### config.mk
export PLATFORM = sky130hd
export DESIGN_NAME = cache_line_fetcher_flat
export DESIGN_NICKNAME = d
export VERILOG_FILES = /design/src/rtl/cache_pkg.sv /design/src/rtl/cache_line_fetcher_if.sv /design/src/rtl/axi_line_assembler.sv /design/src/rtl/cache_line_fetcher.sv /design/src/flat_wrapper.sv
export SDC_FILE = /design/constraint.sdc
export NUM_CORES = 1
export LEC_CHECK = 0
export ABC_AREA = 0
export BUFFER_PORTS_ARGS = -buffer_cell sky130_fd_sc_hd__buf_2
export CORE_AREA = 2 2 279 281
export DETAILED_ROUTE_END_ITERATION = 8
export DIE_AREA = 0 0 281 283
export MAX_ROUTING_LAYER = met4
export PLACE_DENSITY = 0.48
export RECOVER_POWER = 100
export SKIP_CTS_REPAIR_TIMING = 1
export SLEW_MARGIN = 20
export SYNTH_ARGS = -nofsm -noshare
export SYNTH_HDL_FRONTEND = slang
export SYNTH_SLANG_ARGS = --single-unit
### constraint.sdc
create_clock -name clk -period 19.5 [get_ports clk]
set_input_delay 0.975 -clock clk [delete_from_list [all_inputs] [get_ports clk]]
set_output_delay 0.975 -clock clk [all_outputs]
set_load 0.05 [all_outputs]
### src/rtl/cache_pkg.sv
// Shared definitions for the cache miss-service path.
//   clogb2        : ceiling log2, usable in localparam expressions
//   BURST_INCR    : AXI4 INCR burst encoding
//   RESP_OKAY     : AXI4 OKAY response encoding
//   fetch_state_e : cache_line_fetcher FSM states
package cache_pkg;

  localparam logic [1:0] BURST_INCR = 2'b01;
  localparam logic [1:0] RESP_OKAY  = 2'b00;

  typedef enum logic [1:0] {
    ST_IDLE = 2'd0,
    ST_ADDR = 2'd1,
    ST_DATA = 2'd2,
    ST_RESP = 2'd3
  } fetch_state_e;

  // Smallest r with (1 << r) >= value; returns 0 for value <= 1.
  function automatic int clogb2(input int value);
    int r;
    r = 0;
    for (int i = 0; i < 31; i++) begin
      if ((1 << i) < value) r = i + 1;
    end
    return r;
  endfunction

endpackage

### src/rtl/cache_line_fetcher_if.sv
// Bundle of every handshake/bus signal of cache_line_fetcher.
//   req_*    : miss request stream (tag in)
//   line_*   : assembled line stream (line out, tuser = bus error)
//   m_axi_ar*: AXI4 read address channel
//   m_axi_r* : AXI4 read data channel
// Modports: master = the fetcher itself, slave = cache way + AXI memory side.
//
// Handshake rule for every stream/channel here: a transfer happens on a
// rising clk edge where valid and ready are both 1; once valid is raised it
// stays high and its payload stays stable until that transfer.
interface cache_line_fetcher_if #(
  parameter int TAGS_WIDTH = 48,
  parameter int DATA_WIDTH = 64,
  parameter int LINE_WIDTH = 512,
  parameter int ADDR_WIDTH = 64
);
  logic                  req_tvalid;
  logic                  req_tready;
  logic [TAGS_WIDTH-1:0] req_tdata;

  logic                  line_tvalid;
  logic                  line_tready;
  logic [LINE_WIDTH-1:0] line_tdata;
  logic                  line_tuser;

  logic [ADDR_WIDTH-1:0] m_axi_araddr;
  logic [7:0]            m_axi_arlen;
  logic [2:0]            m_axi_arsize;
  logic [1:0]            m_axi_arburst;
  logic                  m_axi_arvalid;
  logic                  m_axi_arready;

  logic [DATA_WIDTH-1:0] m_axi_rdata;
  logic [1:0]            m_axi_rresp;
  logic                  m_axi_rlast;
  logic                  m_axi_rvalid;
  logic                  m_axi_rready;

  modport master (
    input  req_tvalid, req_tdata, line_tready,
    input  m_axi_arready, m_axi_rdata, m_axi_rresp, m_axi_rlast, m_axi_rvalid,
    output req_tready, line_tvalid, line_tdata, line_tuser,
    output m_axi_araddr, m_axi_arlen, m_axi_arsize, m_axi_arburst, m_axi_arvalid,
    output m_axi_rready
  );

  modport slave (
    output req_tvalid, req_tdata, line_tready,
    output m_axi_arready, m_axi_rdata, m_axi_rresp, m_axi_rlast, m_axi_rvalid,
    input  req_tready, line_tvalid, line_tdata, line_tuser,
    input  m_axi_araddr, m_axi_arlen, m_axi_arsize, m_axi_arburst, m_axi_arvalid,
    input  m_axi_rready
  );
endinterface

### src/rtl/axi_line_assembler.sv
// Collects the beats of one AXI read burst into a cache line.
//   clk, rstn : clock, asynchronous active-high reset
//   clear     : start of a new fill (zero beat counter and error flag)
//   beat      : rvalid & rready this cycle
//   rdata/rresp/rlast : beat payload
//   line      : assembled line, beat n at [n*DATA_WIDTH +: DATA_WIDTH]
//   done      : this beat ends the burst (rlast or final beat index)
//   err       : sticky error flag including the current beat
module axi_line_assembler
  import cache_pkg::*;
#(
  parameter int DATA_WIDTH = 64,
  parameter int LINE_WIDTH = 512
) (
  input  logic                  clk,
  input  logic                  rstn,
  input  logic                  clear,
  input  logic                  beat,
  input  logic [DATA_WIDTH-1:0] rdata,
  input  logic [1:0]            rresp,
  input  logic                  rlast,
  output logic [LINE_WIDTH-1:0] line,
  output logic                  done,
  output logic                  err
);
  localparam int BEATS = LINE_WIDTH / DATA_WIDTH;
  localparam int CW    = (BEATS > 1) ? clogb2(BEATS) : 1;

  logic [CW-1:0] cnt;
  logic          err_q;
  logic          last_idx;
  logic          beat_err;

  always_comb begin
    last_idx = (cnt == CW'(BEATS - 1));
    // rlast must coincide exactly with the final beat index.
    beat_err = (rresp != RESP_OKAY) || (rlast != last_idx);
    done     = beat && (rlast || last_idx);
    err      = err_q || (beat && beat_err);
  end

  always_ff @(posedge clk or posedge rstn) begin
    if (rstn) begin
      cnt   <= '0;
      err_q <= 1'b0;
    end else if (clear) begin
      cnt   <= '0;
      err_q <= 1'b0;
    end else if (beat) begin
      cnt   <= done ? '0 : cnt + 1'b1;
      err_q <= err;
    end
  end

  // Line storage is deliberately not reset: its contents only matter once
  // a full fill has landed.
  always_ff @(posedge clk) begin
    if (beat) line[int'(cnt) * DATA_WIDTH +: DATA_WIDTH] <= rdata;
  end

endmodule

### src/rtl/cache_line_fetcher.sv
// Miss-service stage: takes one line tag, issues one AXI4 INCR read burst of
// LINE_WIDTH/DATA_WIDTH beats, and returns the assembled line. One miss is
// outstanding at a time.
//   clk, rstn : clock, asynchronous active-high reset
//   bus       : cache_line_fetcher_if.master (request, line, AXI AR and R)
//   dbg_state : current FSM state
module cache_line_fetcher
  import cache_pkg::*;
#(
  parameter int                    TAGS_WIDTH = 48,
  parameter int                    DATA_WIDTH = 64,
  parameter int                    LINE_WIDTH = 512,
  parameter int                    ADDR_WIDTH = 64,
  parameter logic [ADDR_WIDTH-1:0] BASE_ADDR  = '0
) (
  input  logic                       clk,
  input  logic                       rstn,
  cache_line_fetcher_if.master       bus,
  output fetch_state_e               dbg_state
);
  localparam int BEATS      = LINE_WIDTH / DATA_WIDTH;
  localparam int LINE_BYTES = LINE_WIDTH / 8;
  localparam int OFFS       = clogb2(LINE_BYTES);

  fetch_state_e          state;
  logic [TAGS_WIDTH-1:0] req_tag;
  logic                  req_fire;
  logic                  beat;
  logic                  fill_done;
  logic                  fill_err;
  logic [LINE_WIDTH-1:0] line_q;

  assign req_tag   = bus.req_tdata;
  assign req_fire  = bus.req_tvalid && bus.req_tready;
  assign beat      = bus.m_axi_rvalid && bus.m_axi_rready;
  assign dbg_state = state;

  assign bus.m_axi_arlen   = 8'(BEATS - 1);
  assign bus.m_axi_arsize  = 3'(clogb2(DATA_WIDTH / 8));
  assign bus.m_axi_arburst = BURST_INCR;
  assign bus.line_tdata    = line_q;

  axi_line_assembler #(
    .DATA_WIDTH (DATA_WIDTH),
    .LINE_WIDTH (LINE_WIDTH)
  ) u_asm (
    .clk   (clk),
    .rstn  (rstn),
    .clear (req_fire),
    .beat  (beat),
    .rdata (bus.m_axi_rdata),
    .rresp (bus.m_axi_rresp),
    .rlast (bus.m_axi_rlast),
    .line  (line_q),
    .done  (fill_done),
    .err   (fill_err)
  );

  always_ff @(posedge clk or posedge rstn) begin
    if (rstn) begin
      state             <= ST_IDLE;
      bus.req_tready    <= 1'b0;
      bus.m_axi_arvalid <= 1'b0;
      bus.m_axi_rready  <= 1'b0;
      bus.line_tvalid   <= 1'b0;
      bus.line_tuser    <= 1'b0;
      bus.m_axi_araddr  <= '0;
    end else begin
      case (state)
        ST_IDLE: begin
          bus.req_tready <= 1'b1;
          if (req_fire) begin
            bus.req_tready    <= 1'b0;
            // Sum wraps modulo 2^ADDR_WIDTH.
            bus.m_axi_araddr  <= BASE_ADDR + (ADDR_WIDTH'(req_tag) << OFFS);
            bus.m_axi_arvalid <= 1'b1;
            state             <= ST_ADDR;
          end
        end
        ST_ADDR: begin
          if (bus.m_axi_arready) begin
            bus.m_axi_arvalid <= 1'b0;
            bus.m_axi_rready  <= 1'b1;
            state             <= ST_DATA;
          end
        end
        ST_DATA: begin
          if (fill_done) begin
            bus.m_axi_rready <= 1'b0;
            bus.line_tvalid  <= 1'b1;
            bus.line_tuser   <= fill_err;
            state            <= ST_RESP;
          end
        end
        ST_RESP: begin
          if (bus.line_tready) begin
            bus.line_tvalid <= 1'b0;
            bus.req_tready  <= 1'b1;
            state           <= ST_IDLE;
          end
        end
        default: state <= ST_IDLE;
      endcase
    end
  end

endmodule
### src/flat_wrapper.sv
// flat-port wrapper written by rule: the top's interface ports become plain ports
module cache_line_fetcher_flat import cache_pkg::*;
#(
  parameter int                    TAGS_WIDTH = 48,
  parameter int                    DATA_WIDTH = 64,
  parameter int                    LINE_WIDTH = 512,
  parameter int                    ADDR_WIDTH = 64,
  parameter logic [ADDR_WIDTH-1:0] BASE_ADDR  = '0
)
  (clk, rstn, dbg_state, bus_req_tvalid, bus_req_tdata, bus_line_tready, bus_m_axi_arready, bus_m_axi_rdata, bus_m_axi_rresp, bus_m_axi_rlast, bus_m_axi_rvalid, bus_req_tready, bus_line_tvalid, bus_line_tdata, bus_line_tuser, bus_m_axi_araddr, bus_m_axi_arlen, bus_m_axi_arsize, bus_m_axi_arburst, bus_m_axi_arvalid, bus_m_axi_rready);
  cache_line_fetcher_if #(.TAGS_WIDTH(TAGS_WIDTH), .DATA_WIDTH(DATA_WIDTH), .LINE_WIDTH(LINE_WIDTH), .ADDR_WIDTH(ADDR_WIDTH)) bus_i ();
  input  logic clk;
  input  logic rstn;
  output fetch_state_e dbg_state;
  input wire logic [$bits(bus_i.req_tvalid)-1:0] bus_req_tvalid;
  input wire logic [$bits(bus_i.req_tdata)-1:0] bus_req_tdata;
  input wire logic [$bits(bus_i.line_tready)-1:0] bus_line_tready;
  input wire logic [$bits(bus_i.m_axi_arready)-1:0] bus_m_axi_arready;
  input wire logic [$bits(bus_i.m_axi_rdata)-1:0] bus_m_axi_rdata;
  input wire logic [$bits(bus_i.m_axi_rresp)-1:0] bus_m_axi_rresp;
  input wire logic [$bits(bus_i.m_axi_rlast)-1:0] bus_m_axi_rlast;
  input wire logic [$bits(bus_i.m_axi_rvalid)-1:0] bus_m_axi_rvalid;
  output wire logic [$bits(bus_i.req_tready)-1:0] bus_req_tready;
  output wire logic [$bits(bus_i.line_tvalid)-1:0] bus_line_tvalid;
  output wire logic [$bits(bus_i.line_tdata)-1:0] bus_line_tdata;
  output wire logic [$bits(bus_i.line_tuser)-1:0] bus_line_tuser;
  output wire logic [$bits(bus_i.m_axi_araddr)-1:0] bus_m_axi_araddr;
  output wire logic [$bits(bus_i.m_axi_arlen)-1:0] bus_m_axi_arlen;
  output wire logic [$bits(bus_i.m_axi_arsize)-1:0] bus_m_axi_arsize;
  output wire logic [$bits(bus_i.m_axi_arburst)-1:0] bus_m_axi_arburst;
  output wire logic [$bits(bus_i.m_axi_arvalid)-1:0] bus_m_axi_arvalid;
  output wire logic [$bits(bus_i.m_axi_rready)-1:0] bus_m_axi_rready;
  assign bus_i.req_tvalid = bus_req_tvalid;
  assign bus_i.req_tdata = bus_req_tdata;
  assign bus_i.line_tready = bus_line_tready;
  assign bus_i.m_axi_arready = bus_m_axi_arready;
  assign bus_i.m_axi_rdata = bus_m_axi_rdata;
  assign bus_i.m_axi_rresp = bus_m_axi_rresp;
  assign bus_i.m_axi_rlast = bus_m_axi_rlast;
  assign bus_i.m_axi_rvalid = bus_m_axi_rvalid;
  assign bus_req_tready = bus_i.req_tready;
  assign bus_line_tvalid = bus_i.line_tvalid;
  assign bus_line_tdata = bus_i.line_tdata;
  assign bus_line_tuser = bus_i.line_tuser;
  assign bus_m_axi_araddr = bus_i.m_axi_araddr;
  assign bus_m_axi_arlen = bus_i.m_axi_arlen;
  assign bus_m_axi_arsize = bus_i.m_axi_arsize;
  assign bus_m_axi_arburst = bus_i.m_axi_arburst;
  assign bus_m_axi_arvalid = bus_i.m_axi_arvalid;
  assign bus_m_axi_rready = bus_i.m_axi_rready;
  cache_line_fetcher #(.TAGS_WIDTH(TAGS_WIDTH), .DATA_WIDTH(DATA_WIDTH), .LINE_WIDTH(LINE_WIDTH), .ADDR_WIDTH(ADDR_WIDTH), .BASE_ADDR(BASE_ADDR)) u_core (.clk(clk), .rstn(rstn), .bus(bus_i), .dbg_state(dbg_state));
endmodule
After elaboration in Yosys (flattened, before gate mapping)
Cells that the tools add are included.
{"block": "classes", "n_mux": 23, "shifts": 2, "n_reduce_logical": 21, "n_eq_ne": 9, "add_sub_neg": 2}
{"op": "bitwise mux 512 bit", "count": 1}
{"op": "variable shift 64 x 33 -> 512 bit (first input constant)", "count": 1}
{"op": "variable part select 64 x 33 -> 512 bit", "count": 1}
{"op": "negator 9 -> 33 bit", "count": 1}
{"op": "nonzero test 2 bit", "count": 6}
{"op": "2-to-1 mux 1 bit", "count": 10}
{"op": "2-to-1 mux 3 bit", "count": 3}
{"op": "AND reduction 3 bit", "count": 3}
{"op": "2-to-1 mux 2 bit", "count": 4}
{"op": "one-hot mux 1 bit (2 select lines)", "count": 4}
{"op": "one-hot mux 2 bit (4 select lines)", "count": 1}
{"op": "inequality test 2 bit (second input constant)", "count": 3}
{"op": "AND reduction 2 bit", "count": 3}
{"op": "== test 2 bit (second input constant)", "count": 2}
{"op": "logical AND 1 bit", "count": 4}
{"op": "AND reduction 4 bit", "count": 1}
{"op": "adder 3 x 1 -> 3 bit (second input constant)", "count": 1}
{"op": "== test 3 bit (second input constant)", "count": 1}
{"op": "logical OR 1 bit", "count": 3}
{"op": "== test 2 x 1 -> 1 bit (second input constant)", "count": 1}
{"op": "zero test 2 bit", "count": 1}
{"op": "inequality test 2 x 1 -> 1 bit (second input constant)", "count": 1}
{"op": "inequality test 1 bit", "count": 1}
{"block": "word_totals", "input_bits": 121, "regBits": 571, "word_cells": 67, "output_inout_bits": 596}

Longest topological paths before layout
Gate-level depths: netlist of the first run.
{"block": "depth", "ltp_word": 7, "depth_mapped": 9, "ltp_nobuf": 7}

Hierarchy
From an unflattened synthesis of the first run, not the netlist that was laid out.
{"block": "unflattened", "hier_cells": 1512, "area_unflattened_um2": 22596.7}
{"module": "axi_line_assembler", "area_per_inst_um2": 20046.7, "cells_per_inst": 1329, "n_inst": 1, "seq_area_each_um2": 15474.8}
{"module": "cache_line_fetcher", "area_per_inst_um2": 2549.9, "cells_per_inst": 183, "n_inst": 1, "seq_area_each_um2": 1376.3}

Worst setup path after synthesis of the first run
No wires, ideal clock.
{"block": "synth_timing", "path_type": "reg2reg", "start": "register, netlist name u_core.u_asm.cnt[0]", "end": "register u_core.u_asm.line[384] (enable)", "synth_period_minus_slack_ns": 8.166, "path_stages_with_launch": 8, "required_ns": 18.857, "setup_ns": 0.643, "arrival_time_ns": 7.523, "slack_ns": 11.334, "path_buffers": 2, "cell_sequence": "dfrtp_1 > inv_1 > ha_1 > ha_1 > buf_2 > nand3b_1 > buf_2 > nor4_1"}
{"element": "end signal: indexed assignment", "line": "axi_line_assembler.sv:58", "source": "if (beat) line[int'(cnt) * DATA_WIDTH +: DATA_WIDTH] <= rdata;"}
{"element": "end: declaration", "line": "axi_line_assembler.sv:22", "source": "output logic [LINE_WIDTH-1:0] line,"}

==> summary.txt, run 1 <==
Global routing
  • Vias in the first global route: 14065
  • Grt peak-use layer: met2
  • GRT Overall Usage: 0.193
  • First-pass GRT wire length: between 100 and 150 mm
  • Largest net degree at the start of global routing: 67
  • Global-route met2 utilization: 0.296
  • Initial antenna violation count: 2
  • GRT overflow: 0
  • Met3 Use GR: 0.0659
  • Met1 Use GR: 0.236

Yosys
  • Synth area leader: edfxtp_1
  • Gate Count Post-Synth: between 1000 and 1500
  • Async S/R FF share, synth: 0.103
  • Syn_area_per_cell: around 15 µm²
  • Number of synthesized flops with an enable pin: 512
  • Seq/Total Area, Yosys: 0.789
  • Synth top area share: 0.720
  • Synth Flop Type: edfxtp_1
  • Synth Warn #: 0
  • Unique masters post-synth: 34
  • Cell Area, Synth: 0.0214 mm²
  • Synth Register Bits: 571
  • Synth area leaders: edfxtp_1 (72%), and2_1 (7.5%), dfrtp_1 (6.9%)

Timing
  • Transition time of the tightest slew-check pin: 4260 ps
  • RSZ-0062 raised after global routing: false
  • Fin. Hold Viols: 0
  • Setup violators final: 0
  • Tmin final: 8550 ps
  • Fmax: 117 MHz
  • Fin crit share: 0.438
  • Slew Viols, Final: 1205
  • Minimum hold slack: between 500 and 600 ps
  • Setup Total Neg Slack: 0 ps
  • Rel. slew slack: -1.84
  • Final Skew: 21.7 ps

Placed design
  • Placed wire-length estimate: approximately 56 mm
  • Gp weighted congestion: approximately 0.86
  • Dpl cells: ~3000
  • I/O Buffers: 687
  • Placed inst area: 0.0259 mm²

Critical path
  • CP required: between 15000 and 20000 ps
  • CP max stage delay: 2450 ps
  • Crit path max-delay family: simple AND/OR/NAND/NOR gates
  • WP buf/inv: 2
  • Worst path cell trace: inv_1 -> ha_1 -> ha_1 -> nor2_1 -> nand2_1 -> nor2_1 -> clkbuf_1
  • FF-to-FF setup slack: about 11000 ps
  • Worst Path Arrival: 8720 ps
  • CP Launch Type: flop
  • Worst Reg-to-Reg Cells: 7
  • Crit Path Category: reg2reg
  • Worst Path Max Fanout: 65
  • Crit-path slowest cell: nor2_1
  • Capture point of the worst reg-to-reg path: u_core.u_asm.line[488]
  • Crit. End Element: flop
  • RR Startpoint: u_core.u_asm.cnt[0]

Die
  • IO Count: 717
  • # rows: about 100
  • Die Ht: 283 µm
  • Die W: 281 µm
  • Die area: 0.0795 mm²
  • Initial Util: 0.278
  • Core Footprint: 0.0767 mm²

Detailed routing
  • Drc violations: 0
  • Drt pass-1 iters: 5
  • Via density: approximately 4.3
  • Post-route ant nets: 0
  • DR WL/cell: 24.3 µm
  • DRT iter0 DRCs: 1015
  • Routed WL: 77.0 mm
  • Via Count: around 14000

Job
  • MaxCap Viol Count: 22

Finish
  • Share of cells above drive strength 1: 0.128
  • Synth-to-Final Area Change: 27.2%
  • Final Cell Area: 0.0272 mm²
  • Fin cells: 3175
  • Nets: 2214
  • Fill cell count: 7838

Clock tree
  • Worst skew pair latency: 610 ps
  • CTS Buffer Depth: 3
  • TritonCTS Buffers: 67
  • H-tree depth: 3
  • TritonCTS Sinks: 571
  • Clk slew on worst S/H paths: 50 ps
  • CTS tree: done
  • Root Buffer: clkbuf_16

Pwr
  • Power per cell area: approximately 130 mW/mm²
  • Leak pwr: 8.31 nW
  • VDD IR max: 0.102 mV

Run status
  • Status: finished, violations left
  • Failing checks: capacitance limit, slew limit

Min path
  • WHS Path Cells: 1
  • Hold_sp: u_core.bus.m_axi_araddr[39]
  • Hold Path Class: reg2reg
  • Hold Path Sink: u_core.bus.m_axi_araddr[39]
-- cell usage after synthesis (3+ instances only) --
cell type / instances
ha_1: 11
inv_1: 10
clkbuf_1: 30
nand2_1: 71
or3_1: 3
o21ai_0: 7
and2_1: 257
edfxtp_1: 512
dfrtp_1: 59
mux2_2: 49
nor2b_1: 4
nand3b_1: 4
a21oi_1: 5
buf_6: 6
buf_1: 6
buf_4: 29
buf_2: 27
nand4_1: 3
nor2_1: 267
-- registers in the layout, summed over array words and instances (netlist names) --
signal,cells
u_core.bus.line_tvalid,1
u_core.dbg_state,2
u_core.bus.m_axi_araddr,48
u_core.bus.req_tready,1
u_core.u_asm.cnt,3
u_core.bus.m_axi_rready,1
u_core.u_asm.err_q,1
u_core.u_asm.line,512
u_core.bus.m_axi_arvalid,1
u_core.bus.line_tuser,1
-- placed cells by master, fill, tap and decap left out, types with 5 or more instances in the layout --
| cell | netlist | routed |
|---|---|---|
| o21ai_0 | 7 | 7 |
| clkinv_1 | 0 | 13 |
| and2_0 | 0 | 142 |
| conb_1 | 2 | 29 |
| ha_1 | 11 | 11 |
| clkbuf_16 | 0 | 68 |
| a21oi_1 | 5 | 5 |
| edfxtp_1 | 512 | 512 |
| buf_2 | 27 | 120 |
| nor2_1 | 267 | 264 |
| dfrtp_1 | 59 | 59 |
| nand2_1 | 71 | 71 |
| clkinv_2 | 0 | 13 |
| inv_1 | 10 | 10 |
| mux2_2 | 49 | 48 |
| clkbuf_1 | 30 | 595 |
| and2_1 | 257 | 115 |
-- per-stage QoR --
| step | setup WS [ps] | utilization | power, mW |
|---|---|---|---|
| 2_1_floorplan | 11330 | - | 2.23 |
| 3_3_place_gp | 15010 | 0.337 | 2.47 |
| 3_5_place_dp | 14950 | 0.338 | 2.48 |
| 4_1_cts | 14920 | 0.366 | 3.72 |
| 5_1_grt | 9980 | 0.354 | 3.78 |
| 6_report | 10950 | 0.354 | 3.64 |
-- logic make-up after synthesis --
logic type	count (synthesis)	synth area share
adder cells (fa/ha/maj)	11	0.00644
multiplexers	50	0.0263
buffers and inverters	108	0.0278
AND/OR/NAND/NOR	618	0.144
AO/OA/AOI/OAI	19	0.00615
flip-flops	571	0.789
other	2	0.000352
-- power by group --
| group | internal [mW] | leakage, nW | switching [mW] | total, mW |
|---|---|---|---|---|
| Clock | 0.705 | 1.04 | 0.528 | 1.23 |
| Combinational | 0.169 | 2.54 | 0.696 | 0.865 |
| Sequential | 1.47 | 4.73 | 0.0674 | 1.54 |
-- layout make-up --
class                   count  area [µm²]  area share
well taps                1040        1300      0.0479
repair buffers            705        2800       0.103
flip-flops and latches    571       16900       0.620
diodes                      2        5.00    0.000184
clock buffers              79        1750      0.0645
multi-input cells         727        4020       0.148
inverters                  10        37.5     0.00138
clock inverters            41         395      0.0146
-- routing by layer --
layer  wire length, µm  part of all wire
met4              2680             0.035
met5                 0                 0
met1             31100              0.40
met2             35600              0.46
met3              7690              0.10
-- worst max path at each step --
stage | startpoint | to | cells past startpoint
after floorplan | u_core.u_asm.cnt[0] | u_core.u_asm.line[384] | 7
after global placement | u_core.u_asm.cnt[0] | u_core.u_asm.line[478] | 7
after detailed placement | u_core.u_asm.cnt[0] | u_core.u_asm.line[508] | 7
after CTS | u_core.u_asm.cnt[0] | u_core.u_asm.line[504] | 7
after global routing | u_core.u_asm.cnt[0] | u_core.u_asm.line[461] | 7
final | u_core.u_asm.cnt[0] | u_core.u_asm.line[488] | 7
No activity file was read; power rests on OpenSTA's default activity.
==> run 2: changes to the inputs <==
--- a/config.mk
+++ b/config.mk
@@ -7,9 +7,9 @@
 export LEC_CHECK = 0
 export ABC_AREA = 0
 export BUFFER_PORTS_ARGS = -buffer_cell sky130_fd_sc_hd__buf_2
-export CORE_AREA = 2 2 279 281
+export CORE_AREA = 2 2 281 283
 export DETAILED_ROUTE_END_ITERATION = 8
-export DIE_AREA = 0 0 281 283
+export DIE_AREA = 0 0 283 285
 export MAX_ROUTING_LAYER = met4
 export PLACE_DENSITY = 0.48
 export RECOVER_POWER = 100
==> constraint.sdc (replaced) <==
create_clock -name clk -period 8 [get_ports clk]
set_input_delay 0.4 -clock clk [delete_from_list [all_inputs] [get_ports clk]]
set_output_delay 0.4 -clock clk [all_outputs]
set_load 0.05 [all_outputs]
==> run 2 against run 1 <==
The run still ends with capacitance limit, slew limit left. Sequential power up 140%. Critical path type unchanged. Critical endpoint is now u_core.u_asm.line[492]. Non-clock buffer count grew 1. Register-to-register slack worse by 8500 ps. Sequential cell count is the same. Critical path depth decreased by 3. First-iteration DRC count shrank 1.3%. Global-route usage fell by 0.17 points. Maximum frequency rose by 54%. Clock power grew 140%. Die area is 1.4% higher. Clock-buffer cell count increased by 2.
==> summary.txt, run 2 (synthesized netlist as in run 1, its figures left out) <==
Clock tree
  • TritonCTS Sinks: 571
  • Root Buffer: clkbuf_16
  • Worst skew pair latency: 600 ps
  • CTS Buffer Depth: 3
  • Clk slew on worst S/H paths: 70 ps
  • H-tree depth: 3
  • CTS tree: done
  • TritonCTS Buffers: 66

Detailed routing
  • DR WL/cell: 24.5 µm
  • Routed WL: 77.8 mm
  • Via Count: 13882
  • Drt pass-1 iters: 5
  • Via density: 4.37
  • Post-route ant nets: 0
  • DRT iter0 DRCs: about 1000
  • Drc violations: 0

Critical path
  • Crit path max-delay family: simple AND/OR/NAND/NOR gates
  • Worst path cell trace: clkbuf_1 -> nor2b_1 -> nand2_1 -> nor2_1
  • Crit Path Category: reg2reg
  • WP buf/inv: 1
  • CP max stage delay: about 2000 ps
  • Worst Path Max Fanout: 50
  • Crit. End Element: flop
  • Crit-path slowest cell: clkbuf_1
  • Worst Path Arrival: 5970 ps
  • CP required: 8420 ps
  • CP Launch Type: flop

Placed design
  • Gp weighted congestion: 0.818
  • Placed wire-length estimate: 55.2 mm
  • Place WS: ~3600 ps
  • Placed inst area: 0.0259 mm²
  • I/O Buffers: 687

Finish
  • Synth-to-Final Area Change: 27.1%
  • Final Cell Area: roughly 0.027 mm²
  • Most common cell after layout, fill and taps aside: clkbuf_1
  • Nets: 2214
  • Most frequent cells in the layout: clkbuf_1 (585), edfxtp_1 (512), nor2_1 (263), and2_1 (131), and2_0 (126)
  • Largest register FFs: 512
  • Share of cells above drive strength 1: 0.132
  • Top reg by flops: u_core.u_asm.line
  • Largest regs: u_core.u_asm.line (512), u_core.bus.m_axi_araddr (48), u_core.u_asm.cnt (3)

Die
  • Core Footprint: 0.0780 mm²
  • # rows: 103
  • Initial Util: 0.274
  • Die area: 0.0807 mm²
  • Die Ht: 285 µm
  • IO Count: 717
  • Die W: around 280 µm

Timing
  • Setup ws final: 2450 ps
  • Transition time of the tightest slew-check pin: approximately 3400 ps
  • Rel. slew slack: -1.24
  • Setup Total Neg Slack: 0 ps
  • Fmax: 180 MHz
  • Fin. Hold Viols: 0
  • Setup violators final: 0
  • Slew Viols, Final: 507
  • Fin crit share: 0.694
  • Tmin final: 5550 ps
  • RSZ-0062 raised after global routing: false
  • Final Skew: 19.3 ps
  • Minimum hold slack: around 34 ps

Global routing
  • GRT Overall Usage: 0.192
  • First-pass GRT wire length: 107 mm
  • GRT overflow: 0
  • Largest net degree at the start of global routing: 67
  • Initial antenna violation count: 4
  • Vias in the first global route: about 14000

Job
  • MaxCap Viol Count: 9

Min path
  • Hold Path Class: in2reg

Pwr
  • VDD IR max: 0.299 mV
  • Leak pwr: about 8.3 nW
  • Power per cell area: ~320 mW/mm²
  • Pwr Total: just under 9 mW

Run status
  • Status: finished, violations left
  • Failing checks: capacitance limit, slew limit
run 2: changes by cell type in the layout (fill, tap and decap cells not counted), moves of 4 or more:
cell	change
clkbuf_1	-10
clkinv_2	-9
and2_1	+16
inv_6	+4
buf_4	+11
and2_0	-16
run 2: area by class of cell:
cell class                 instances  area (µm²)
fill                            7920       50800
sequential                       571       16900
multi-input combinational        727        4050
timing repair buffer             706        2860
clock buffer                      81        1740
tap                             1050        1310
clock inverter                    32         303
inverter                          10        37.5
antenna                            2        5.00
run 2: worst paths after layout:
path,startpoint,to,slack [ps],cells past startpoint
setup / recovery,u_core.u_asm.cnt[0],u_core.u_asm.line[492],2450,4
setup reg to reg,u_core.u_asm.cnt[0],u_core.u_asm.line[492],2450,4
min in group asynchronous,rstn,u_core.bus.m_axi_araddr[27],1100,3
hold / removal,bus_req_tdata[10],u_core.bus.m_axi_araddr[16],30,2
hold reg to reg,u_core.bus.m_axi_araddr[35],u_core.bus.m_axi_araddr[35],510,1
max in group asynchronous,rstn,u_core.u_asm.cnt[0],4760,3
run 2: where the power goes:
| group | switching [mW] | internal [mW] |
|---|---|---|
| combinational | 1.75 | 0.422 |
| clock | 1.25 | 1.68 |
| sequential | 0.136 | 3.58 |
run 2: through the flow:
step           instances  utilization
3_5_place_dp        3063        0.332
3_3_place_gp        3063        0.332
4_1_cts             3176        0.359
6_report            3179        0.348
2_1_floorplan       1406            -
5_1_grt             3177        0.348
run 2: per-layer routing:
layer	share of wire	routed length [µm]	up-vias	global-route usage
met5	0	0	-	-
met4	0.024	1880	0	0.0528
met3	0.095	7430	112	0.0654
met2	0.48	37300	656	0.303
met1	0.40	31200	7000	0.233
li1	-	-	6114	-
